$ cat config.mk
export PLATFORM = sky130hd
export DESIGN_NAME = seg_scan_display
export DESIGN_NICKNAME = d
export VERILOG_FILES = /design/src/rtl/seg_disp_pkg.sv /design/src/rtl/seg7_hex_decode.sv /design/src/rtl/seg_scan_display.sv
export SDC_FILE = /design/constraint.sdc
export NUM_CORES = 1
export LEC_CHECK = 0
export ABC_AREA = 1
export BUFFER_PORTS_ARGS = -buffer_cell sky130_fd_sc_hd__buf_2
export CAP_MARGIN = 20
export CORE_MARGIN = 10
export CORE_UTILIZATION = 45
export CTS_CLUSTER_DIAMETER = 50
export CTS_CLUSTER_SIZE = 14
export DETAILED_ROUTE_END_ITERATION = 10
export PLACE_DENSITY = 0.68
export SKIP_LAST_GASP = 1
export SLEW_MARGIN = 5
export SYNTH_ARGS = -nofsm -noshare
export SYNTH_HDL_FRONTEND = slang
export SYNTH_HIERARCHICAL = 1
export SYNTH_SLANG_ARGS = --single-unit
$ cat constraint.sdc
create_clock -name clk -period 3.3 [get_ports clk]
set_input_delay 0.66 -clock clk [delete_from_list [all_inputs] [get_ports clk]]
set_output_delay 0.66 -clock clk [all_outputs]
set_load 0.05 [all_outputs]
$ cat src/rtl/seg_disp_pkg.sv
// Shared types and constants for the multiplexed seven-segment display controller.
package seg_disp_pkg;

    typedef enum logic {
        ST_BLANK,
        ST_DRIVE
    } disp_state_t;

    localparam logic [7:0] SEG_OFF = 8'hFF;

    // Active-low {dp, g..a} hex glyphs; entry 15 first, entry 0 last.
    localparam logic [15:0][7:0] GLYPH = {
        8'h8E, 8'h86, 8'hA1, 8'hC6, 8'h83, 8'h88, 8'h90, 8'h80,
        8'hF8, 8'h82, 8'h92, 8'h99, 8'hB0, 8'hA4, 8'hF9, 8'hC0
    };

endpackage

$ cat src/rtl/seg7_hex_decode.sv
// Combinational hex nibble to active-low seven-segment glyph, with decimal point.
module seg7_hex_decode
    import seg_disp_pkg::*;
(
    input  logic [3:0] nibble,
    input  logic       dp,
    output logic [7:0] segment
);

    always_comb begin
        segment    = GLYPH[nibble];
        segment[7] = ~dp;
    end

endmodule

$ cat src/rtl/seg_scan_display.sv
// Self-timed multiplexed seven-segment display controller with per-frame snapshot,
// inter-digit blanking and blink generation.
module seg_scan_display
    import seg_disp_pkg::*;
#(
    parameter int DIGITS       = 4,
    parameter int PAGES        = 4,
    parameter int DIV          = 50000,
    parameter int BLANK        = 16,
    parameter int BLINK_FRAMES = 32
) (
    input  logic                                            clk,
    input  logic                                            rst,
    input  logic [PAGES*DIGITS*4-1:0]                       disp_num,
    input  logic [((PAGES > 1) ? $clog2(PAGES) : 1)-1:0]    page_sel,
    input  logic [DIGITS-1:0]                               pointing,
    input  logic [DIGITS-1:0]                               blinking,
    output logic [DIGITS-1:0]                               an,
    output logic [7:0]                                      segment,
    output logic [((DIGITS > 1) ? $clog2(DIGITS) : 1)-1:0]  digit_idx,
    output logic                                            frame_tick
);

    localparam int unsigned NW = DIGITS * 4;
    localparam int unsigned PW = (PAGES > 1) ? $clog2(PAGES) : 1;
    localparam int unsigned DW = (DIGITS > 1) ? $clog2(DIGITS) : 1;
    localparam int unsigned SW = $clog2(DIV);
    localparam int unsigned FW = (BLINK_FRAMES > 1) ? $clog2(BLINK_FRAMES) : 1;

    localparam logic [SW-1:0] SLOT_LAST  = SW'(DIV - 1);
    localparam logic [DW-1:0] DIGIT_LAST = DW'(DIGITS - 1);
    localparam logic [FW-1:0] FRAME_LAST = FW'(BLINK_FRAMES - 1);
    localparam disp_state_t   ST_RESET   = (BLANK > 0) ? ST_BLANK : ST_DRIVE;

    disp_state_t       state, state_next;
    logic [SW-1:0]     slot_cnt, slot_next;
    logic [DW-1:0]     digit_q;
    logic [FW-1:0]     frame_cnt;
    logic              blink_phase;
    logic              slot_wrap, frame_end, snap_en;

    logic [NW-1:0]     num_snap, num_view, page_word;
    logic [DIGITS-1:0] point_snap, point_view;
    logic [DIGITS-1:0] blink_snap, blink_view;
    logic [3:0]        cur_nibble;
    logic [7:0]        glyph;

    logic [DIGITS-1:0] an_next, an_q;
    logic [7:0]        seg_next, seg_q;
    logic              tick_q;

    assign slot_wrap = (slot_cnt == SLOT_LAST);
    assign frame_end = slot_wrap && (digit_q == DIGIT_LAST);
    assign snap_en   = (digit_q == '0) && (slot_cnt == '0);
    assign slot_next = slot_wrap ? '0 : slot_cnt + 1'b1;

    always_comb begin
        page_word = disp_num[NW-1:0];
        for (int unsigned p = 1; p < PAGES; p++) begin
            if (page_sel == PW'(p)) page_word = disp_num[p*NW +: NW];
        end
    end

    // On the snapshot edge the registers still hold last frame, so forward the
    // values being captured; a frame never mixes old and new data.
    assign num_view   = snap_en ? page_word : num_snap;
    assign point_view = snap_en ? pointing  : point_snap;
    assign blink_view = snap_en ? blinking  : blink_snap;
    assign cur_nibble = num_view[4*digit_q +: 4];

    seg7_hex_decode u_decode (
        .nibble  (cur_nibble),
        .dp      (point_view[digit_q]),
        .segment (glyph)
    );

    always_ff @(posedge clk) begin
        if (rst) state <= ST_RESET;
        else     state <= state_next;
    end

    always_comb begin
        state_next = (int'(slot_next) < BLANK) ? ST_BLANK : ST_DRIVE;
        an_next    = '1;
        seg_next   = SEG_OFF;
        if (state == ST_DRIVE) begin
            seg_next = glyph;
            if (!(blink_phase && blink_view[digit_q])) an_next[digit_q] = 1'b0;
        end
    end

    always_ff @(posedge clk) begin
        if (rst) begin
            slot_cnt    <= '0;
            digit_q     <= '0;
            frame_cnt   <= '0;
            blink_phase <= 1'b0;
            num_snap    <= '0;
            point_snap  <= '0;
            blink_snap  <= '0;
            an_q        <= '1;
            seg_q       <= SEG_OFF;
            tick_q      <= 1'b0;
        end else begin
            slot_cnt <= slot_next;
            if (slot_wrap) digit_q <= (digit_q == DIGIT_LAST) ? '0 : digit_q + 1'b1;
            if (frame_end) begin
                frame_cnt <= (frame_cnt == FRAME_LAST) ? '0 : frame_cnt + 1'b1;
                if (frame_cnt == FRAME_LAST) blink_phase <= ~blink_phase;
            end
            if (snap_en) begin
                num_snap   <= page_word;
                point_snap <= pointing;
                blink_snap <= blinking;
            end
            an_q   <= an_next;
            seg_q  <= seg_next;
            tick_q <= snap_en;
        end
    end

    assign an         = an_q;
    assign segment    = seg_q;
    assign digit_idx  = digit_q;
    assign frame_tick = tick_q;

endmodule

==> summary.txt, run 1 <==
die footprint -> 0.0123 mm²
crit path capture type -> flip-flop
Layout area overhead -> 18.1%
final period utilization -> 86.5%
DR vias/cell -> 5.04
IO Count -> 91
CTS Buf Count -> 9
share of the synthesized area in the top cell type -> 33.4%
Startpoint Class -> flip-flop
Finish-stage setup viols -> 0
final worst path period need -> 2.85 ns
pre-CTS WS -> 0.320 ns
worst path required time -> 3.49 ns
unrepaired setup endpoints after global routing -> false
die span in y -> 111 µm
Core Util, Final -> 54.0%
vias in the first global route -> 3779
total power draw -> 0.00188 W
syn nets -> 665
EDFF count, synth -> 0
fillers -> 835
CTS tree -> built
Initial Util -> 45.7%
Worst Hold Path Cells -> 1
setup_tns -> 0 ns
Peak Freq -> 350 MHz
nets@finish -> 749
Primary FF master, synth -> dfxtp_1
Buf/Inv on CP -> 5
largest net degree at the start of global routing -> 42
antenna violations before repair -> 0
Routed WL -> 9970 µm
clock root cell -> clkbuf_8
most used cell along the critical path -> nand2_1
layout cell share with drive strength beyond 1 -> 19.0%
Hold Crit Class -> reg2reg
min setup slack post-route -> 0.446 ns
Setup Skew -> 0.00726 ns
Seq cells post-synth -> 62
largest cells by area after synthesis -> dfxtp_1 (33%), nand2_1 (17%), nand3_1 (10%)
Post-DP Area -> 0.00421 mm²
Setup CP Type -> reg2reg
Final Cell Area -> 0.00439 mm²
max_slew headroom -> 48.7%
Synth async-reset ratio -> 0%
global route overflow -> 0
slowest stage cell, crit path -> ha_1
register area -> 0.00124 mm²
Synth area leader -> dfxtp_1
slowest stage delay, CP -> 0.33 ns
Cell variety after synth -> 33
leak pwr -> 2.15 nW
hold_buf cts -> 0
PortBufs -> 90
Peak VDD IR -> 273 µV
num rows -> 33
Placer Congestion -> 0.854
DRC -> 0
CP delay by family, top -> simple AND/OR/NAND/NOR gates
critical path depth -> 20
CTS max path bufs -> 2
count leader, synth -> nand2_1
Post-Synthesis Cells -> 574
yosys warns -> 6
H-tree levels -> 3
PwrDens -> 429 mW/mm²
DRT Pass-1 Iters -> 4
CP arrival -> 3.05 ns
worst path cell trace -> inv_1 -> ha_1 -> nand2_1 -> inv_1 -> nand2_1 -> nor2_4 -> nand2_4 -> inv_2 -> or2_1 -> nand2_1 -> nand2_1 -> nand3_1 -> nand2_1 -> inv_1 -> ha_1 -> nand2_1 -> nand3_1 -> nand2_1 -> inv_1 -> nand2_1
Clk Latency, worst-skew pair -> 0.34 ns
GRT Total Usage -> 16.0%
fraction of the yosys area taken by sequential cells -> 33.4%
WL/cell -> 13.0 µm
routed via count -> 3867
clock slew seen by the registers of the worst setup and hold paths -> 0.07 ns
synthesized area per cell -> 6.48 µm²
core footprint -> 0.00813 mm²
Multi-input gate area -> 0.00213 mm²
Fin. Hold Viols -> 0
ANT nets after route -> 0
diode count -> 0
Gates resized, CTS repair -> 0
outcome -> finished, final reports clean
FF-to-FF path depth -> 20
mapped cell area -> 0.00372 mm²
Worst-Margin Slew -> 0.767 ns
Starting DRT DRC Count -> 143
Max Cap Viol -> 0
Slew Limit Fails -> 0
postcts setup bufs -> 0
dpl hpwl -> 7680 µm
top cells by count, synth -> nand2_1 (172), nand3_1 (78), nor2_1 (71)
first-pass GRT wire length -> 16900 µm
CTS sink cnt -> 62
critical path fanouts, max -> 26
Die X -> 111 µm
[kinds of logic after synthesis]
family | Yosys count | synth area share, %
compound gates | 54 | 8.85
xor+xnor | 4 | 0.942
fa+ha+maj | 15 | 5.05
buf+inv | 77 | 9.22
flops | 62 | 33.4
mux | 1 | 0.269
simple gates | 361 | 42.3
[final cells by class]
cell class	instances	share of cell area, %
multi-input cells	435	48.6
flip-flops and latches	62	28.3
repair buffers	97	11.5
inverters	53	4.53
clock buffers	11	2.99
well taps	105	2.99
clock inverters	5	1.14
[through the flow]
step | hold WS (ns) | std cells
floorplan | 0.430 | 574
CTS | 0.465 | 768
detailed placement | 0.455 | 752
finish | 0.464 | 768
global placement | 0.443 | 752
global route | 0.500 | 768
[worst register-to-register path, delay by kind of cell, from the launching register on]
| kind | cells | cell delay [ns] |
|---|---|---|
| adder cells (fa/ha/maj) | 2 | 0.52 |
| buffers and inverters | 5 | 0.60 |
| flip-flops | 1 | 0.31 |
| AND/OR/NAND/NOR | 13 | 1.31 |
[sequential cells by signal, indices dropped and copies added, names as in the netlist]
name	flops
an	4
blink_phase	1
blink_snap	4
digit_idx	2
frame_cnt	5
frame_tick	1
num_snap	16
point_snap	4
segment	8
slot_cnt	16
state	1
[layer usage]
layer	track usage, %	share of wire (%)	vias to the layer above
li1	-	-	2017
met1	17.8	42	1767
met2	29.3	52	71
met3	4.17	4.2	12
met4	4.25	0.99	0
met5	0	0	-
[cell usage in the layout (no fill, tap or decap), types with 3 or more instances in the layout]
cell      netlist  final
o21bai_1        3      3
nand3_1        78     78
ha_1           15     15
buf_2           7     90
a21oi_1        25     25
nor2_1         71     71
xor2_1          4      4
nand4_1         7      7
or2_1          16     16
inv_1          49     49
dfxtp_1        62     62
nand2_1       172    172
clkbuf_8        0      9
nand3b_1        3      3
buf_4           2      7
o211ai_1       18     18
clkinv_2        0      4
o21ai_0         5      5
nor2_2          4      4
inv_2           3      3
[final timing paths]
path / start / endpoint / slack, ns
hold reg to reg: slot_cnt[0] / slot_cnt[0] / 0.46
hold / removal: slot_cnt[0] / slot_cnt[0] / 0.46
setup reg to reg: digit_idx[0] / segment[3] / 0.45
setup / recovery: digit_idx[0] / segment[3] / 0.45
[where the power goes]
group          leakage [nW]  internal (W)  switching, W
combinational          1.55      0.000171      0.000278
sequential            0.507      0.000791     0.0000118
clock                0.0968      0.000344      0.000286
total                  2.15       0.00131      0.000577
Power figures use the tool's default switching activity.
==> run 2: changes to the inputs <==
--- a/config.mk
+++ b/config.mk
@@ -5,7 +5,7 @@
 export SDC_FILE = /design/constraint.sdc
 export NUM_CORES = 1
 export LEC_CHECK = 0
-export ABC_AREA = 1
+export ABC_AREA = 0
 export BUFFER_PORTS_ARGS = -buffer_cell sky130_fd_sc_hd__buf_2
 export CAP_MARGIN = 20
 export CORE_MARGIN = 10
==> run 2 against run 1 <==
Synthesized area rose by 0.50%; critical endpoint is now segment[0]; power fell by 2.1%; utilization rose by 1.6 points; largest power group unchanged; non-clock buffer count rose by 18; design area rose by 2.9%.
==> summary.txt, run 2 <==
PwrDens -> 408 mW/mm² (-4.9%)
final period utilization -> 94.6% (+8.1 points)
Synth async-reset ratio -> 0% (unchanged)
synthesized area per cell -> 10.6 µm² (+63%)
Clk Latency, worst-skew pair -> 0.33 ns (about the same)
Finish-stage setup viols -> 0 (unchanged)
Initial Util -> 45.9% (+0.23 points)
Hold Crit Class -> reg2reg
CTS sink cnt -> 62 (unchanged)
Synth Area in Adders -> 5.02% (-0.025 points)
Final Cell Area -> 0.00452 mm² (+2.9%)
routed via count -> 3001 (-22%)
Starting DRT DRC Count -> 170 (+19%)
outcome -> finished, final reports clean
CP arrival -> 3.39 ns (+0.34 ns)
Max Cap Viol -> 0 (unchanged)
Layout area overhead -> 20.9%
first-pass GRT wire length -> 14400 µm (-15%)
simple-gate share of the synthesized area -> 18.6% (-24 points)
Seq cells post-synth -> 62 (unchanged)
clock slew seen by the registers of the worst setup and hold paths -> 0.07 ns (about the same)
min-delay src -> slot_cnt[0]
Routed WL -> 8780 µm (-12%)
die span in y -> 111 µm (+0.20%)
Peak VDD IR -> 213 µV (-22%)
layout cell share with drive strength beyond 1 -> 34.7% (+16 points)
PortBufs -> 90 (unchanged)
top cells by count, synth -> dfxtp_1 (62), nor2_1 (54), mux2i_1 (29)
Post-Synthesis Cells -> 354 (-38%)
worst path required time -> 3.57 ns (+0.08 ns)
Fin Hold WS -> 0.467 ns (+0.00311 ns)
Placer Congestion -> 0.865 (+1.3%)
global route overflow -> 0 (unchanged)
DRC -> 0 (unchanged)
max_slew headroom -> 52.1% (+3.4 points)
Gates resized, CTS repair -> 0 (unchanged)
antenna violations before repair -> 0 (unchanged)
commonest non-fill, non-tap cell in the layout -> buf_2
fraction of the yosys area taken by sequential cells -> 33.2% (-0.17 points)
mapped cell area -> 0.00374 mm² (+0.50%)
Synth area leader -> dfxtp_1
count leader, synth -> dfxtp_1
clock root cell -> clkbuf_8
Cell variety after synth -> 54 (+64%)
crit path capture type -> flip-flop
yosys warns -> 6 (unchanged)
CTS tree -> built
Synth Area in XOR/XNOR -> 4.45% (+3.5 points)
Primary FF master, synth -> dfxtp_1
final worst path period need -> 3.12 ns (+0.268 ns)
CP Launch Point -> slot_cnt[11]
Synth Area in Compound Gates -> 5.42% (-3.4 points)
diode count -> 0 (unchanged)
largest cells by area after synthesis -> dfxtp_1 (33%), mux4_1 (9.8%), mux4_2 (7.8%)
most frequent cells in the layout -> buf_2 (90), dfxtp_1 (61), nor2_1 (54)
CTS max path bufs -> 2 (unchanged)
H-tree levels -> 3 (unchanged)
leak pwr -> 1.98 nW (-7.8%)
Startpoint Class -> flip-flop
core footprint -> 0.00813 mm² (unchanged)
share of the synthesized area in the top cell type -> 33.2% (-0.17 points)
GRT Total Usage -> 14.0% (-2.0 points)
Peak Freq -> 320 MHz (-8.6%)
WL/cell -> 15.5 µm (+19%)
largest family of logic cells by synthesized area -> multiplexers
Post-DP Area -> 0.00431 mm² (+2.3%)
num rows -> 33 (unchanged)
Setup Skew -> 0.00958 ns (+0.00231 ns)
CTS Buf Count -> 9 (unchanged)
nets@finish -> 547 (-27%)
DR vias/cell -> 5.30 (+5.3%)
Slew Limit Fails -> 0 (unchanged)
Setup CP Type -> reg2reg
Worst-Margin Slew -> 0.717 ns (-0.0502 ns)
largest net degree at the start of global routing -> 39 (-7.1%)
Die X -> 111 µm (+0.20%)
worst path cell trace -> nor4_2 -> nand2_2 -> nor3_4 -> buf_12 -> mux4_1 -> mux2_2 -> inv_1 -> ha_1 -> and2b_2 -> or3b_1 -> o21ai_0 -> nand2b_1
syn nets -> 445 (-33%)
Fin. Hold Viols -> 0 (unchanged)
critical path fanouts, max -> 9 (-65%)
EDFF count, synth -> 0 (unchanged)
DRT Pass-1 Iters -> 4 (unchanged)
dpl hpwl -> 6950 µm (-9.4%)
vias in the first global route -> 3014 (-20%)
setup_tns -> 0 ns (unchanged)
R2R Path Start -> slot_cnt[11]
IO Count -> 91 (unchanged)
die footprint -> 0.0123 mm² (+0.41%)
slowest stage cell, crit path -> nor4_2
slowest stage delay, CP -> 0.43 ns (+0.10 ns)
ANT nets after route -> 0 (unchanged)
mux share of post-synthesis cell area -> 27.3% (+27 points)
==> run 2: changes by cell type in the layout (fill, tap and decap cells not counted), sizes merged, moves of 23 or more <==
cell | before | now
inv | 52 | 9
mux2i | 1 | 29
mux4 | 0 | 27
nand2 | 174 | 19
nand3 | 79 | 7
nor2 | 77 | 54
==> run 2: routing by layer <==
layer  vias up  track usage, %  wire [µm]
met4         0            5.74        138
met3        16            3.41        381
met1      1412            17.5       4090
met2        72            22.6       4170
met5         -               0          0
li1       1501               -          -
==> run 2: final timing paths <==
kind	cells past startpoint	to	slack [ns]
worst max-delay path	12	segment[0]	0.18
worst min-delay path	1	slot_cnt[0]	0.47
worst max register to register	12	segment[0]	0.18
worst min register to register	1	slot_cnt[0]	0.47
==> run 2: what timing repair did <==
item | in CTS | in global routing
setup endpoints to repair | 0 | 3
buffers inserted | 0 | 2
hold endpoints to repair | 0 | 0
hold buffers | 0 | 0
==> run 2: per-stage QoR <==
| step | total power, W | std cells | setup slack [ns] | util [%] |
|---|---|---|---|---|
| after detailed placement | 0.00123 | 548 | -0.107 | 52.9 |
| after global placement | 0.00122 | 548 | -0.0446 | 52.9 |
| after CTS | 0.00185 | 564 | 0.100 | 55.2 |
| final | 0.00184 | 566 | 0.178 | 55.6 |
| after floorplan | 0.00113 | 354 | 0.0245 | - |
| after global routing | 0.00194 | 566 | -0.00528 | 55.6 |
==> run 2: cells by family (layout without fill, tap and decap cells) <==
family,after synthesis,after routing
AOI/OAI and AO/OA,29,29
xor gates and xnor gates,19,19
adders and majority gates,15,15
buffers and inverters,34,141
DFF,62,62
muxes,62,62
and+or+nand+nor,133,133
==> run 2: area by class of cell <==
class	instances	area, µm²
fill	723	3610
multi-input combinational	258	2270
sequential	62	1240
timing repair buffer	115	651
clock buffer	13	169
tap	105	131
inverter	10	37.5
clock inverter	3	17.5
==> run 2: report_power, final <==
part / internal (W) / switching (W)
Clock: 0.000332 / 0.000284
Sequential: 0.000784 / 0.0000183
Combinational: 0.000238 / 0.000186
Total: 0.00135 / 0.000488
==> run 2: worst max-delay path: cells and delay by family (launching register included) <==
| kind | cells | cell delay [ns] |
|---|---|---|
| AND/OR/NAND/NOR | 6 | 1.58 |
| multiplexers | 2 | 0.58 |
| flip-flops | 1 | 0.38 |
| buffers and inverters | 2 | 0.26 |
| adder cells (fa/ha/maj) | 1 | 0.19 |
| AO/OA/AOI/OAI | 1 | 0.06 |
